==> config.mk <==
export PLATFORM = sky130hd
export DESIGN_NAME = nh_window_gen
export DESIGN_NICKNAME = d
export VERILOG_FILES = /design/src/rtl/nh_window_gen.sv
export SDC_FILE = /design/constraint.sdc
export NUM_CORES = 2
export LEC_CHECK = 0
export ABC_CLOCK_PERIOD_IN_PS = 8200
export CORE_MARGIN = 1.5
export CORE_UTILIZATION = 60
export DETAILED_ROUTE_END_ITERATION = 7
export PLACE_DENSITY = 0.82
export SLEW_MARGIN = 10
export SYNTH_ARGS = -nofsm -noshare
export SYNTH_HDL_FRONTEND = slang
export SYNTH_SLANG_ARGS = --single-unit
==> constraint.sdc <==
create_clock -name clock -period 8.2 [get_ports clock]
set_input_delay 0.82 -clock clock [delete_from_list [all_inputs] [get_ports clock]]
set_output_delay 0.82 -clock clock [all_outputs]
set_load 0.005 [all_outputs]
==> src/rtl/nh_window_gen.sv <==
// nh_window_gen: raster pixel stream to NH_DIM x NH_DIM neighbourhood windows with one-cycle latency.
// Define NH_STRIDE2_EN to emit windows only at even offsets (stride 2); default is stride 1.
module nh_window_gen #(
    parameter int PIX_W  = 24,
    parameter int NH_DIM = 3,
    parameter int IMG_W  = 64,
    parameter int IMG_H  = 64
) (
    input  logic                             clock,
    input  logic                             reset,
    input  logic                             shift_in_rdy,
    input  logic [PIX_W-1:0]                 shift_in,
    input  logic                             sof,
    output logic                             shift_in_ack,
    input  logic                             out_ready,
    output logic                             dval,
    output logic [PIX_W*NH_DIM*NH_DIM-1:0]   current_nh,
    output logic                             frame_done
);
    localparam int CW = $clog2(IMG_W);
    localparam int RW = $clog2(IMG_H);
    localparam int N  = NH_DIM - 1;
    logic [CW-1:0]    col, pc;
    logic [RW-1:0]    row, pr;
    logic [PIX_W-1:0] lb  [N][IMG_W];
    logic [PIX_W-1:0] win [NH_DIM][NH_DIM];
    logic [PIX_W-1:0] tap [NH_DIM];
    logic             accept, last_col, last_row, hit;

    assign shift_in_ack = !dval || out_ready;
    assign accept       = shift_in_rdy && shift_in_ack;
    // sof relabels the incoming pixel as (0,0) before any decision is taken
    assign pc           = sof ? '0 : col;
    assign pr           = sof ? '0 : row;
    assign last_col     = pc == CW'(IMG_W - 1);
    assign last_row     = pr == RW'(IMG_H - 1);
`ifdef NH_STRIDE2_EN
    assign hit = pc >= CW'(N) && pr >= RW'(N) && pc[0] == 1'(N) && pr[0] == 1'(N);
`else
    assign hit = pc >= CW'(N) && pr >= RW'(N);
`endif

    always_comb begin
        tap[N] = shift_in;
        for (int r = 0; r < N; r++) tap[r] = lb[N-1-r][pc];
    end

    always_ff @(posedge clock) begin
        if (accept) begin
            lb[0][pc] <= shift_in;
            for (int k = 1; k < N; k++) lb[k][pc] <= lb[k-1][pc];
        end
    end

    always_ff @(posedge clock or negedge reset) begin
        if (!reset) begin
            col        <= '0;
            row        <= '0;
            dval       <= 1'b0;
            frame_done <= 1'b0;
            for (int r = 0; r < NH_DIM; r++)
                for (int c = 0; c < NH_DIM; c++) win[r][c] <= '0;
        end else begin
            frame_done <= accept && last_col && last_row;
            dval       <= accept ? hit : dval && !out_ready;
            if (accept) begin
                col <= last_col ? '0 : pc + 1'b1;
                row <= last_col ? (last_row ? '0 : pr + 1'b1) : pr;
                for (int r = 0; r < NH_DIM; r++) begin
                    for (int c = 0; c < N; c++) win[r][c] <= win[r][c+1];
                    win[r][N] <= tap[r];
                end
            end
        end
    end

    for (genvar r = 0; r < NH_DIM; r++) begin : g_r
        for (genvar c = 0; c < NH_DIM; c++) begin : g_c
            assign current_nh[(r*NH_DIM+c)*PIX_W +: PIX_W] = win[r][c];
        end
    end
endmodule

==> results.txt <==
Top cell type's share of synthesized area - 71.9%
Die area - 217,000 um2
Max VDD drop - 221 uV
Seq/Total Area, Yosys - 76.4%
Total Wirelength - 387,000 um
Port Buf Inserts - 247
Die Ht - 465 um
Clk buf depth - 4
IO Pins - 248
CTS hold repair buffers - 1
H-tree depth - 5
Core area - 212,000 um2
RSZ-0062 raised after global routing - false
Vias - 79,800
Gate power share - 12.5%
Chip width - 465 um
# rows - 169
Mapped Area - 128,000 um2
GRT Total Usage - 35.1%
Post-CTS setup buffers - 0
Initial Utilization - 60.4%
First-pass GRT wire length - 544,000 um
CP Data Arrival Time - 6.36 ns
Multi-input logic area - 28,400 um2
Period utilization - 67.3%
Critical path peak fanout - 109
Final Setup Violations - 0
Clock Sinks - 3,302
Final GP Congestion - 0.914
Dpl hpwl - 197,000 um
Slew margin rel. - 9.51%
Final nets - 7,868
Seq. cell area - 98,000 um2
Status - finished with violations
PnR Total Power - 38,900 uW
Count leader, synth - edfxtp_1
Synthesized netlist cell count - 7,586
Failing checks - design-rule violations
Post-Route Skew - 0.0729 ns
Max cap viols - 0
Worst EP required - 9.04 ns
Fin Setup TNS - 0 ns
WL/cell - 35.5 um
EDFF count, synth - 3,072
Min Clock Period, post-route - 5.52 ns
Async S/R FF share, synth - 6.97%
Clk pwr share - 36.8%
Avg Cell Area, Syn - 16.9 um2
Placed Cells - 10,300
Congestion Overflow GR - 0
Final max-slew violation count - 0
Post-synthesis net count - 7,617
Top cell type by total area after synthesis - edfxtp_1
Cts repair resizes - 0
Remaining DRCs - 161
Vias in the first global route - 77,500
Sequential share of power - 50.7%
Num CTS Buffers - 328
Syn. warnings - 0
Root Buffer - clkbuf_16
Via density - 7.31
Fill count - 12,600
Net Sw Power - 9880 uW
#FFs+latches synth - 3,302
Critical path class - reg2reg
Max Clock Freq - 181 MHz
Final Hold Vio Count - 0
Post-synth cell types - 59
Crit end category - register
Largest net degree at the start of global routing - 168
Pre-antenna DRT Iters - 8
Worst Tran Pin Value - 1.36 ns
Clk slew on worst S/H paths - 0.06 ns
Area grow syn2layout - 12.5%
Switch share - 25.4%
Power Density - 269 nW/um2
Share of cells above drive strength 1 - 12.1%
Number of antenna violations at the first check in global routing - 20
Routed Antenna Nets - 0
Most frequent cells after synthesis - edfxtp_1 (3,072), mux2i_1 (785), nand2_1 (735)
Top FF cell, synth - edfxtp_1
CTS tree - built
Internal - 29,000 uW
Worst Hold Class - reg2reg
Worst-Skew Late Latency - 0.97 ns
Non-Filler Instances - 10,900
DR iter-0 viols - 15,500
Largest cells by area after synthesis - edfxtp_1 (72%), mux2i_1 (6.1%), dfrtp_1 (4.5%)
Critical Path Source Type - register
Leak - 0.0502 uW
==> cell usage in the layout, fill, tap and decap left out, drive strengths merged, types with 13 or more instances in the layout <==
master,Yosys,layout
a211o,59,59
a211oi,183,183
a21oi,189,189
a221oi,216,216
a222oi,44,44
a22o,152,152
a22oi,94,94
a31oi,24,24
buf,255,243
bufinv,0,17
clkbuf,289,424
clkdlybuf4s50,0,221
clkinv,0,115
dfrtp,230,230
diode,0,13
edfxtp,3072,3072
mux2,82,82
mux2i,785,785
mux4,85,85
nand2,735,735
nand2b,76,76
nand3b,74,74
nor2,136,136
nor3,42,42
o211ai,30,30
o21ai,192,192
o221ai,92,92
o22a,23,23
o22ai,232,232
o2bb2ai,31,31
o311ai,13,13
o31ai,58,58
or4,24,24
==> stage by stage <==
stage	instance area [um2]	worst slack [ns]	utilization, %	hold slack, ns
4_1_cts	144000	3.00	68.0	0.476
3_3_place_gp	134000	2.87	63.2	0.457
2_1_floorplan	128000	2.06	-	0.470
3_5_place_dp	134000	2.79	63.2	0.462
6_report	144000	2.68	68.0	0.472
5_1_grt	144000	2.67	68.0	0.488
==> per-layer routing <==
metal / part of all wire [%] / track usage [%] / vias up
li1: - / - / 31000
met1: 32 / 45.1 / 39000
met2: 44 / 52.6 / 8103
met3: 17 / 11.9 / 1752
met4: 7.1 / 20.2 / 16
met5: 0.046 / 0.373 / -
==> critical path, cell delays in order (launching register included) <==
cell      delay, ns
dfrtp_4        0.97
buf_12         0.61
buf_4          0.77
mux2i_1        0.30
o21ai_0        0.11
o31ai_1        0.55
o311ai_0       0.24
or4_2          0.68
buf_4          0.34
mux2_2         0.43
==> layout make-up <==
class	count	area share, %
timing repair buffer	465	2.95
multi-input combinational	3737	19.7
antenna	13	0.0225
clock inverter	149	0.851
inverter	3	0.0130
tap	2821	2.45
clock buffer	424	6.12
sequential	3302	67.9
==> power by group through the flow <==
stage                     clock network (uW)  registers (uW)  logic [uW]
after detailed placement                   0           20000        4620
after global routing                   14900           19700        4970
after global placement                     0           20000        4480
after CTS                              14300           19700        4670
final                                  14300           19700        4850
after floorplan                            0           19800        2650
==> sequential cells by signal, summed over array words and instances, names as in the netlist <==
register,flops
lb,3072
current_nh,216
col,6
row,6
dval,1
frame_done,1
==> cells by family after synthesis <==
kind of cell | synth area share [%]
AO/OA/AOI/OAI | 9.42
AND/OR/NAND/NOR | 3.87
XOR/XNOR | 0.0205
buffers and inverters | 1.94
multiplexers | 8.35
adder cells (fa/ha/maj) | 0.0195
flip-flops | 76.4
==> final timing paths <==
check | slack (ns) | startpoint | end | depth (start not counted)
setup / recovery | 2.68 | col[0]$_DFFE_PN0N_ | current_nh[120]$_DFFE_PN0N_ | 9
min in group asynchronous | 0.53 | reset | current_nh[174]$_DFFE_PN0N_ | 2
max in group asynchronous | 5.97 | reset | col[2]$_DFFE_PN0N_ | 3
hold / removal | 0.47 | current_nh[8]$_DFFE_PN0N_ | current_nh[8]$_DFFE_PN0N_ | 2
hold reg to reg | 0.47 | current_nh[8]$_DFFE_PN0N_ | current_nh[8]$_DFFE_PN0N_ | 2
setup reg to reg | 2.68 | col[0]$_DFFE_PN0N_ | current_nh[120]$_DFFE_PN0N_ | 9
Note: power is estimated with default switching activity, not from simulation.
